$ cat src/rtl/cut_activity_seq.sv
// cut_activity_seq: applies a stream of 4-bit input patterns to a 4-input cut
// (given as a 16-bit truth table) and profiles its switching activity.
// It counts the ones on the output, the output transitions and the input
// bit flips between consecutive vectors. All counters saturate.
module cut_activity_seq #(
  parameter int NV_W  = 16,
  parameter int CNT_W = 16
) (
  input  logic             clk,
  input  logic             rst_n,
  input  logic             cfg_we,
  input  logic [15:0]      cfg_tt,
  input  logic             start,
  input  logic             abort,
  input  logic             mode,
  input  logic [NV_W-1:0]  num_vec,
  output logic             busy,
  output logic             done,
  output logic [3:0]       vec,
  output logic             f_out,
  output logic [CNT_W-1:0] ones_cnt,
  output logic [CNT_W-1:0] tog_cnt,
  output logic [CNT_W-1:0] in_tog_cnt,
  output logic             sat
);

  typedef enum logic [1:0] {
    S_IDLE = 2'd0,
    S_RUN  = 2'd1,
    S_DONE = 2'd2
  } state_e;

  localparam logic [15:0]      TT_RESET = 16'h9000;
  localparam logic [CNT_W-1:0] CNT_MAX  = {CNT_W{1'b1}};

  // Saturating add. Bit CNT_W of the result flags an increment that
  // would have gone past the maximum value.
  function automatic logic [CNT_W:0] sat_add(input logic [CNT_W-1:0] a,
                                             input logic [2:0]       inc);
    logic [CNT_W+2:0] sum;
    sum = {3'b000, a} + {{CNT_W{1'b0}}, inc};
    if (sum > {3'b000, CNT_MAX}) begin
      return {1'b1, CNT_MAX};
    end
    return {1'b0, sum[CNT_W-1:0]};
  endfunction

  function automatic logic [2:0] pop4(input logic [3:0] x);
    return {2'b00, x[0]} + {2'b00, x[1]} + {2'b00, x[2]} + {2'b00, x[3]};
  endfunction

  state_e           state_q, state_d;
  logic [15:0]      tt_q, tt_d;
  logic [3:0]       vec_q, vec_d;
  logic [3:0]       prev_vec_q, prev_vec_d;
  logic             prev_f_q, prev_f_d;
  logic             first_q, first_d;
  logic             mode_q, mode_d;
  logic [NV_W-1:0]  rem_q, rem_d;
  logic [CNT_W-1:0] ones_q, ones_d;
  logic [CNT_W-1:0] tog_q, tog_d;
  logic [CNT_W-1:0] in_tog_q, in_tog_d;
  logic             sat_q, sat_d;

  logic             f_cur;
  logic [3:0]       vec_next;
  logic [2:0]       tog_inc;
  logic [2:0]       in_tog_inc;
  logic [CNT_W:0]   ones_add;
  logic [CNT_W:0]   tog_add;
  logic [CNT_W:0]   in_tog_add;

  // Per-vector evaluation: cut output, next pattern and saturated counter updates.
  // The first vector of a run has no predecessor and so adds no transitions.
  assign f_cur      = tt_q[vec_q];
  assign vec_next   = mode_q ? {vec_q[2:0], vec_q[3] ^ vec_q[2]} : vec_q + 4'd1;
  assign tog_inc    = first_q ? 3'd0 : {2'b00, f_cur ^ prev_f_q};
  assign in_tog_inc = first_q ? 3'd0 : pop4(vec_q ^ prev_vec_q);
  assign ones_add   = sat_add(ones_q, {2'b00, f_cur});
  assign tog_add    = sat_add(tog_q, tog_inc);
  assign in_tog_add = sat_add(in_tog_q, in_tog_inc);

  // Next-state and datapath control for the IDLE / RUN / DONE sequencer.
  always_comb begin
    // NOTE: every signal written here gets a default first, so no path leaves
    // one unassigned and no latch is inferred.
    state_d    = state_q;
    tt_d       = tt_q;
    vec_d      = vec_q;
    prev_vec_d = prev_vec_q;
    prev_f_d   = prev_f_q;
    first_d    = first_q;
    mode_d     = mode_q;
    rem_d      = rem_q;
    ones_d     = ones_q;
    tog_d      = tog_q;
    in_tog_d   = in_tog_q;
    sat_d      = sat_q;

    unique case (state_q)
      S_IDLE: begin
        // The table is written on the same edge the run starts, and the
        // first vector is evaluated one cycle later, so a simultaneous
        // cfg_we applies to that run.
        if (cfg_we) begin
          tt_d = cfg_tt;
        end
        if (start) begin
          ones_d   = '0;
          tog_d    = '0;
          in_tog_d = '0;
          sat_d    = 1'b0;
          if (num_vec != '0) begin
            state_d = S_RUN;
            rem_d   = num_vec;
            mode_d  = mode;
            vec_d   = mode ? 4'h1 : 4'h0;
            first_d = 1'b1;
          end else begin
            state_d = S_DONE;
          end
        end
      end
      S_RUN: begin
        // Abort discards the vector of the current cycle, including the last one.
        if (abort) begin
          state_d = S_IDLE;
        end else begin
          ones_d     = ones_add[CNT_W-1:0];
          tog_d      = tog_add[CNT_W-1:0];
          in_tog_d   = in_tog_add[CNT_W-1:0];
          sat_d      = sat_q | ones_add[CNT_W] | tog_add[CNT_W] | in_tog_add[CNT_W];
          prev_f_d   = f_cur;
          prev_vec_d = vec_q;
          first_d    = 1'b0;
          // vec holds the last evaluated pattern once the run completes.
          if (rem_q == NV_W'(1)) begin
            state_d = S_DONE;
          end else begin
            rem_d = rem_q - NV_W'(1);
            vec_d = vec_next;
          end
        end
      end
      S_DONE: begin
        state_d = S_IDLE;
      end
      default: begin
        state_d = S_IDLE;
      end
    endcase
  end

  // State and datapath registers, cleared asynchronously.
  always_ff @(posedge clk or negedge rst_n) begin
    if (!rst_n) begin
      state_q    <= S_IDLE;
      tt_q       <= TT_RESET;
      vec_q      <= 4'h0;
      prev_vec_q <= 4'h0;
      prev_f_q   <= 1'b0;
      first_q    <= 1'b1;
      mode_q     <= 1'b0;
      rem_q      <= '0;
      ones_q     <= '0;
      tog_q      <= '0;
      in_tog_q   <= '0;
      sat_q      <= 1'b0;
    end else begin
      // NOTE: non-blocking assignments make all registers update together
      // from values computed before the edge.
      state_q    <= state_d;
      tt_q       <= tt_d;
      vec_q      <= vec_d;
      prev_vec_q <= prev_vec_d;
      prev_f_q   <= prev_f_d;
      first_q    <= first_d;
      mode_q     <= mode_d;
      rem_q      <= rem_d;
      ones_q     <= ones_d;
      tog_q      <= tog_d;
      in_tog_q   <= in_tog_d;
      sat_q      <= sat_d;
    end
  end

  assign busy       = (state_q == S_RUN);
  assign done       = (state_q == S_DONE);
  assign vec        = vec_q;
  assign f_out      = f_cur;
  assign ones_cnt   = ones_q;
  assign tog_cnt    = tog_q;
  assign in_tog_cnt = in_tog_q;
  assign sat        = sat_q;

endmodule

$ cat config.mk
export PLATFORM = sky130hd
export DESIGN_NAME = cut_activity_seq
export DESIGN_NICKNAME = d
export VERILOG_FILES = /design/src/rtl/cut_activity_seq.sv
export SDC_FILE = /design/constraint.sdc
export NUM_CORES = 1
export LEC_CHECK = 0
export CORE_ASPECT_RATIO = 1.1
export CORE_MARGIN = 2
export CORE_UTILIZATION = 38
export CTS_CLUSTER_SIZE = 28
export DETAILED_ROUTE_END_ITERATION = 10
export GPL_TIMING_DRIVEN = 0
export SYNTH_ARGS = -nofsm -noshare
export SYNTH_HDL_FRONTEND = slang
export SYNTH_SLANG_ARGS = --single-unit
$ cat constraint.sdc
create_clock -name clk -period 4.3 [get_ports clk]
set_clock_uncertainty 0.1 [all_clocks]
set_input_delay 1.29 -clock clk [delete_from_list [all_inputs] [get_ports clk]]
set_output_delay 1.29 -clock clk [all_outputs]
set_load 0.1 [all_outputs]
# --- After elaboration in Yosys (flattened, before gate mapping) ---
# Index checks and enable logic that the tools add are counted.
totals:
  out_inout_bits: 56
  register_bits: 94
  inputBits: 38
op_classes:
  order_cmp: 4
  n_bitwise: 7
  add_sub_neg: 8
  n_mux: 44
  reduce_logical: 10
  n_eq_ne: 8
op_table:
  columns: ["operator", "n"]
  rows:
  - ["16-bit two-way mux", 8]
  - ["16-bit case mux with 2 select lines", 4]
  - ["17-bit two-way mux", 6]
  - ["17-bit by 16-bit > comparator with 1-bit output (second input constant)", 3]
  - ["16-bit by 1-bit adder with 17-bit output", 2]
  - ["4-bit two-way mux", 5]
  - ["16-bit by 3-bit adder with 17-bit output", 1]
  - ["16-bit by 1-bit == test with 1-bit output (second input constant)", 1]
  - ["16-bit nonzero test", 1]
  - ["16-bit by 1-bit subtractor with 16-bit output (second input constant)", 1]
  - ["1-bit two-way mux", 11]
  - ["2-bit two-way mux", 4]
  - ["2-bit inequality test (second input constant)", 4]
  - ["4-bit case mux with 2 select lines", 1]
  - ["2-bit AND reduction", 3]
  - ["3-bit AND reduction", 2]
  - ["4-bit by 5-bit < comparator with 1-bit output (second input constant)", 1]
  - ["5-bit AND reduction", 1]
  - ["4-bit by 1-bit adder with 4-bit output (second input constant)", 1]
  - ["1-bit binary-select mux with 4-bit select", 1]
  - ["1-bit case mux with 2 select lines", 2]
  - ["2-bit case mux with 2 select lines", 1]
  - ["4-bit AND reduction", 1]
  - ["4-bit XOR", 1]
  - ["other kinds (12)", 15]

# --- Longest topological paths before layout ---
logic_depth:
  depth_word: 12
  mapped_depth: 14
  depth_no_buf: 12

# --- Worst setup path after synthesis ---
# No wires, ideal clock.
synth_path:
  path_kind: "reg-to-reg"
  startpoint: "register vec_q[0] (netlist: vec[0])"
  endpoint: "register ones_q[7] (netlist: ones_cnt[7])"
  required_time_ps: 4118
  stages_incl_launch_ff: 13
  arrival_ps: 5138
  path_slack_ps: -1020
  synth_period_minus_slack_ps: 5320
  path_cell_list: "dfrtp_1 > buf_2 > mux4_2 > mux2i_1 > mux2i_1 > ha_1 > ha_1 > and3_4 > nand3_4 > or4_1 > buf_2 > and3_1 > nor3_2"
synth_between:
  elab_chain_cells: 8
synth_lines:
  columns: ["element", "line", "source"]
  rows:
  - ["start, declared", "54", "logic [3:0] vec_q, vec_d;"]
  - ["start signal, assigned", "174", "vec_q <= vec_d;"]
  - ["1-bit binary-select mux with 4-bit select *", "75", "assign f_cur = tt_q[vec_q];"]
  - ["1-bit two-way mux (not written as such) *", "75", null]
  - ["via f_out", "20", "output logic f_out,"]
  - ["16-bit by 1-bit adder with 17-bit output *", "41", "sum = {3'b000, a} + {{CNT_W{1'b0}}, inc};"]
  - ["17-bit by 16-bit > comparator with 1-bit output", "42", "if (sum > {3'b000, CNT_MAX}) begin"]
  - ["1-bit two-way mux", "42", null]
  - ["17-bit two-way mux *", "45", "return {1'b0, sum[CNT_W-1:0]};"]
  - ["16-bit two-way mux *", "126", "if (abort) begin"]
  - ["16-bit case mux with 2 select lines *", "100", "unique case (state_q)"]
  - ["end signal, assigned", "180", "ones_q <= ones_d;"]
  - ["end, declared", "60", "logic [CNT_W-1:0] ones_q, ones_d;"]
# The timed path passes the listed nets; every way through them passes the cells marked *. The select of a mux whose other input is x is not followed.
# A chain may end at the register's enable or synchronous reset.

# --- Worst setup path in the final report ---
layout_path:
  startpoint: "register vec_q[0] (netlist: vec[0])"
  endpoint: "output f_out"
layout_between:
  elab_chain_cells: 2
layout_lines:
  columns: ["element", "line"]
  rows:
  - ["1-bit binary-select mux with 4-bit select", "75"]
  - ["1-bit two-way mux (not written as such)", "75"]
  - ["end, declared", "20"]
# Every way passes these cells. The select of a mux whose other input is x is not followed.

==> flow_summary_export.csv <==
group,metric,value,unit
floorplan,fp-row-count,46,
timing,worst-slew-pin-transition,0.996,ns
setup_path,r2r_cells,14,
timing,setup_viol,0,
synth,synth.yosys.seq_area_share,0.428,
setup_path,worstSetupStartpoint,"vec[0]",
clock_network,cts_sinks,94,
placed_design,pre_cts_slack,0.0996,ns
clock_network,ctsHtreeMaxLevel,3,
grt,grtUsageTotal,0.208,
clock_network,clock_buffer_count_from_cts,9,
outcome,run_status,"finished, final reports clean",
clock_network,cts_setup_buffers,0,
min_path,number_of_cells_on_the_worst_hold_path,2,
placed_design,detailedPlacementHpwl,11300,um
clock_network,worst_skew_pair.late_latency,0.35,ns
floorplan,floorplan_die_area,15500,um2
setup_path,crit_path_end_kind,"primary output",
grt,overflow,0,
placed_design,port-buffer-count,93,
synth,async_reset_ff_frac,1.00,
timing,headroom_to_the_max_slew_limit,0.334,
drt,drt-vias-per-instance,5.73,
power_and_ir_drop,leakagePower,2.90,nW
min_path,worst_hold_path.endpoint,"prev_vec_q[3]",
synth,synth_area,5510,um2
clock_network,path_clk_slew,0.07,ns
setup_path,path_class,"flip-flop to primary output",
synth,syn_inst,610,
clock_network,tritoncts,"done",
placed_design,gpl.final_weighted_congestion,0.883,
timing,grt_setup_unrepaired,"no",
drt,wl_met3,1090,um
drt,drt_pass1_iterations,5,
min_path,timing.hold.worst.class,"flip-flop to flip-flop",
synth,synthesis.yosys.warnings,0,
layout,reg_area,2360,um2
flow_run,max_cap_viol_count,0,
layout,finish.utilization,0.490,
clock_network,cts_buffer_depth,2,
setup_path,r2r_start,"vec[0]",
grt,antenna_found_initial,0,
timing,slew_violations,0,
layout,drive_gt1_frac,0.0972,
setup_path,critPathLaunchType,"flip-flop",
setup_path,r2r_slack,0.30,ns
drt,detail_route.drc_violations,0,
floorplan,die_x,119,um
drt,dr_total_vias,5223,
timing,final_critical_path_setup_slack,0.142,ns
layout,antenna_cells,0,
synth,synthesis_stage_register_bit_count,94,
layout,final_nets,768,
synth,ys_dominant_reg_cell,"sky130_fd_sc_hd__dfrtp_1",
clock_network,cts_root_buffer,"sky130_fd_sc_hd__clkbuf_16",
synth,synth_cell_types,64,
power_and_ir_drop,ir_drop,320,uV
floorplan,initial_standard_cell_utilization_of_the_core,0.386,
timing,achievable-frequency,240,MHz
drt,drt_first_iter_violations,460,
drt,top_layer_used,"met4",
synth,mappedNetlistNets,663,
timing,timing.final.crit_share,0.967,
timing,min_period,4.16,ns
grt,first_global_vias,4979,
setup_path,capture_instance_of_the_worst_register_to_register_path,"in_tog_cnt[13]",
drt,drt_wl_total,15800,um
floorplan,floorplan.io_pins,94,
drt,met2_wirelength,7510,um
synth,synth-edff-count,0,
setup_path,required_arrival_time_at_the_worst_endpoint,2.91,ns
setup_path,cp_data_arrival_time,2.77,ns
layout,finish.cell_count_without_fillers,912,
grt,grt_start_max_net_pins,69,
floorplan,die_h,130,um
timing,tns,0,ns
drt,antenna_violating_nets_post_route,0,
placed_design,dp_cells,896,
layout,combined_area_of_the_multi_input_logic_cells,2940,um2
drt,routedWlPerCell,17.3,um
grt,grt_first_pass_wirelength,25600,um
power_and_ir_drop,pwr_density_cell,479,nW/um2
floorplan,placeableCoreArea,14300,um2
min_path,holdCritStartpoint,"prev_vec_q[3]",
setup_path,critical_path.max_fanout,10,
layout,synthToLayoutAreaGrowth,26.9,%
drt,m1WireLength,6920,um
timing,timing.final.hold_violations,0,
synth,syn_avg_cell_area,9.03,um2
layout,num-fill-cells,1437,
-- critical path, stage by stage, from the launching register on --
cell	delay, ns
sky130_fd_sc_hd__dfrtp_2	0.46
sky130_fd_sc_hd__buf_2	0.22
sky130_fd_sc_hd__mux4_2	0.35
sky130_fd_sc_hd__mux2i_1	0.10
sky130_fd_sc_hd__mux2i_4	0.37
sky130_fd_sc_hd__dlygate4sd2_1	0.92
-- registers in the layout, summed over array words and instances (netlist names) --
| name | flops |
|---|---|
| first_q | 1 |
| in_tog_cnt | 16 |
| mode_q | 1 |
| ones_cnt | 16 |
| prev_f_q | 1 |
| prev_vec_q | 4 |
| rem_q | 16 |
| sat | 1 |
| state_q | 2 |
| tog_cnt | 16 |
| tt_q | 16 |
| vec | 4 |
-- how the worst max path moves through the flow --
stage / to / slack, ns / cells past startpoint
floorplan: ones_cnt[7] / 0.11 / 12
global placement: vec[0] / -2.19 / 1
detailed placement: busy / 0.1 / 6
CTS: busy / 0.02 / 6
global route: in_tog_cnt[13] / 0.03 / 14
finish: f_out / 0.14 / 5
-- per-stage QoR --
| step | total power, mW | area [um2] | hold WS [ns] |
|---|---|---|---|
| finish | 3.35 | 6990 | 0.401 |
| global route | 3.55 | 6990 | 0.418 |
| CTS | 3.38 | 6990 | 0.402 |
| detailed placement | 2.62 | 6720 | 0.384 |
| global placement | 2.58 | 6690 | 0.378 |
| floorplan | 2.21 | 5520 | 0.366 |
-- synthesized netlist by cell type, types with 3 or more instances --
library cell | instances | share of area
sky130_fd_sc_hd__nor2b_1 | 7 | 0.0080
sky130_fd_sc_hd__and4_1 | 4 | 0.0064
sky130_fd_sc_hd__and2_1 | 5 | 0.0057
sky130_fd_sc_hd__mux2_2 | 17 | 0.035
sky130_fd_sc_hd__mux2i_1 | 4 | 0.0073
sky130_fd_sc_hd__xor2_1 | 6 | 0.0095
sky130_fd_sc_hd__o31ai_1 | 6 | 0.0082
sky130_fd_sc_hd__nor4_1 | 7 | 0.0080
sky130_fd_sc_hd__ha_1 | 13 | 0.030
sky130_fd_sc_hd__nor2_1 | 30 | 0.020
sky130_fd_sc_hd__dfrtp_1 | 91 | 0.41
sky130_fd_sc_hd__nand2_1 | 87 | 0.059
sky130_fd_sc_hd__a21o_1 | 7 | 0.0095
sky130_fd_sc_hd__o2bb2ai_1 | 4 | 0.0064
sky130_fd_sc_hd__buf_2 | 9 | 0.0082
sky130_fd_sc_hd__a21oi_1 | 43 | 0.039
sky130_fd_sc_hd__nor3b_1 | 3 | 0.0041
sky130_fd_sc_hd__nand4_1 | 9 | 0.010
sky130_fd_sc_hd__dfstp_2 | 3 | 0.014
sky130_fd_sc_hd__a22o_1 | 17 | 0.027
sky130_fd_sc_hd__nand3_1 | 22 | 0.020
sky130_fd_sc_hd__nor3_1 | 16 | 0.015
sky130_fd_sc_hd__or4_1 | 3 | 0.0041
sky130_fd_sc_hd__inv_1 | 20 | 0.014
sky130_fd_sc_hd__o22ai_1 | 8 | 0.0091
sky130_fd_sc_hd__o31a_1 | 7 | 0.011
sky130_fd_sc_hd__nand2b_1 | 8 | 0.0091
sky130_fd_sc_hd__o21ai_1 | 6 | 0.0055
sky130_fd_sc_hd__and3_1 | 11 | 0.013
sky130_fd_sc_hd__o21ai_0 | 61 | 0.055
sky130_fd_sc_hd__clkbuf_1 | 22 | 0.015
sky130_fd_sc_hd__mux4_2 | 4 | 0.016
sky130_fd_sc_hd__a31oi_1 | 10 | 0.011
-- final cells by class --
class,instances,area share
sequential,94,0.337
timing repair buffer,94,0.136
buffer,33,0.0204
tap,192,0.0344
inverter,21,0.0113
clock inverter,7,0.00716
clock buffer,9,0.0322
multi-input combinational,462,0.421
-- where the power goes --
part	total [mW]	switching [mW]	internal, mW
combinational	1.39	0.919	0.474
clock	0.752	0.359	0.393
sequential	1.20	0.159	1.04
-- layer usage --
| metal | up-vias | GRT usage |
|---|---|---|
| met3 | 22 | 0.0302 |
| met2 | 224 | 0.345 |
| li1 | 2447 | - |
| met1 | 2530 | 0.276 |
| met5 | - | 0 |
| met4 | 0 | 0.0833 |
-- layout by cell type (no fill, tap or decap), types with 4 or more instances in the layout --
master,synthesis,final
sky130_fd_sc_hd__o31a_1,7,7
sky130_fd_sc_hd__o2bb2ai_1,4,4
sky130_fd_sc_hd__nand3_1,22,22
sky130_fd_sc_hd__nor3_1,16,16
sky130_fd_sc_hd__clkdlybuf4s50_1,0,90
sky130_fd_sc_hd__and4_1,4,4
sky130_fd_sc_hd__o21ai_1,6,6
sky130_fd_sc_hd__ha_1,13,13
sky130_fd_sc_hd__nand2b_1,8,8
sky130_fd_sc_hd__clkbuf_16,0,9
sky130_fd_sc_hd__nor4_1,7,7
sky130_fd_sc_hd__nor2_1,30,30
sky130_fd_sc_hd__a22o_1,17,17
sky130_fd_sc_hd__nor2b_1,7,7
sky130_fd_sc_hd__a31oi_1,10,10
sky130_fd_sc_hd__mux2_2,17,17
sky130_fd_sc_hd__o21ai_0,61,61
sky130_fd_sc_hd__clkbuf_1,22,22
sky130_fd_sc_hd__o22ai_1,8,8
sky130_fd_sc_hd__a21oi_1,43,42
sky130_fd_sc_hd__and3_1,11,11
sky130_fd_sc_hd__nand2_1,87,87
sky130_fd_sc_hd__mux4_2,4,4
sky130_fd_sc_hd__buf_2,9,9
sky130_fd_sc_hd__a21o_1,7,7
sky130_fd_sc_hd__xor2_1,6,6
sky130_fd_sc_hd__and2_1,5,5
sky130_fd_sc_hd__o31ai_1,6,6
sky130_fd_sc_hd__dfrtp_1,91,90
sky130_fd_sc_hd__nand4_1,9,9
sky130_fd_sc_hd__inv_1,20,20
-- cell families after synthesis --
| logic type | after synthesis | synth area share |
|---|---|---|
| buffers and inverters | 54 | 0.0402 |
| DFF | 94 | 0.428 |
| and+or+nand+nor | 226 | 0.211 |
| adders and majority gates | 15 | 0.0368 |
| AOI/OAI and AO/OA | 189 | 0.215 |
| muxes | 25 | 0.0584 |
| xor gates and xnor gates | 7 | 0.0111 |
-- timing repair --
action | in CTS | in global routing
endpoints found under the setup margin | 2 | 11
cloned | 0 | 0
endpoints found under the hold margin | 0 | 0
hold buffers | 0 | 0
resized for setup | 2 | 3
(Power assumes the default switching activity.)
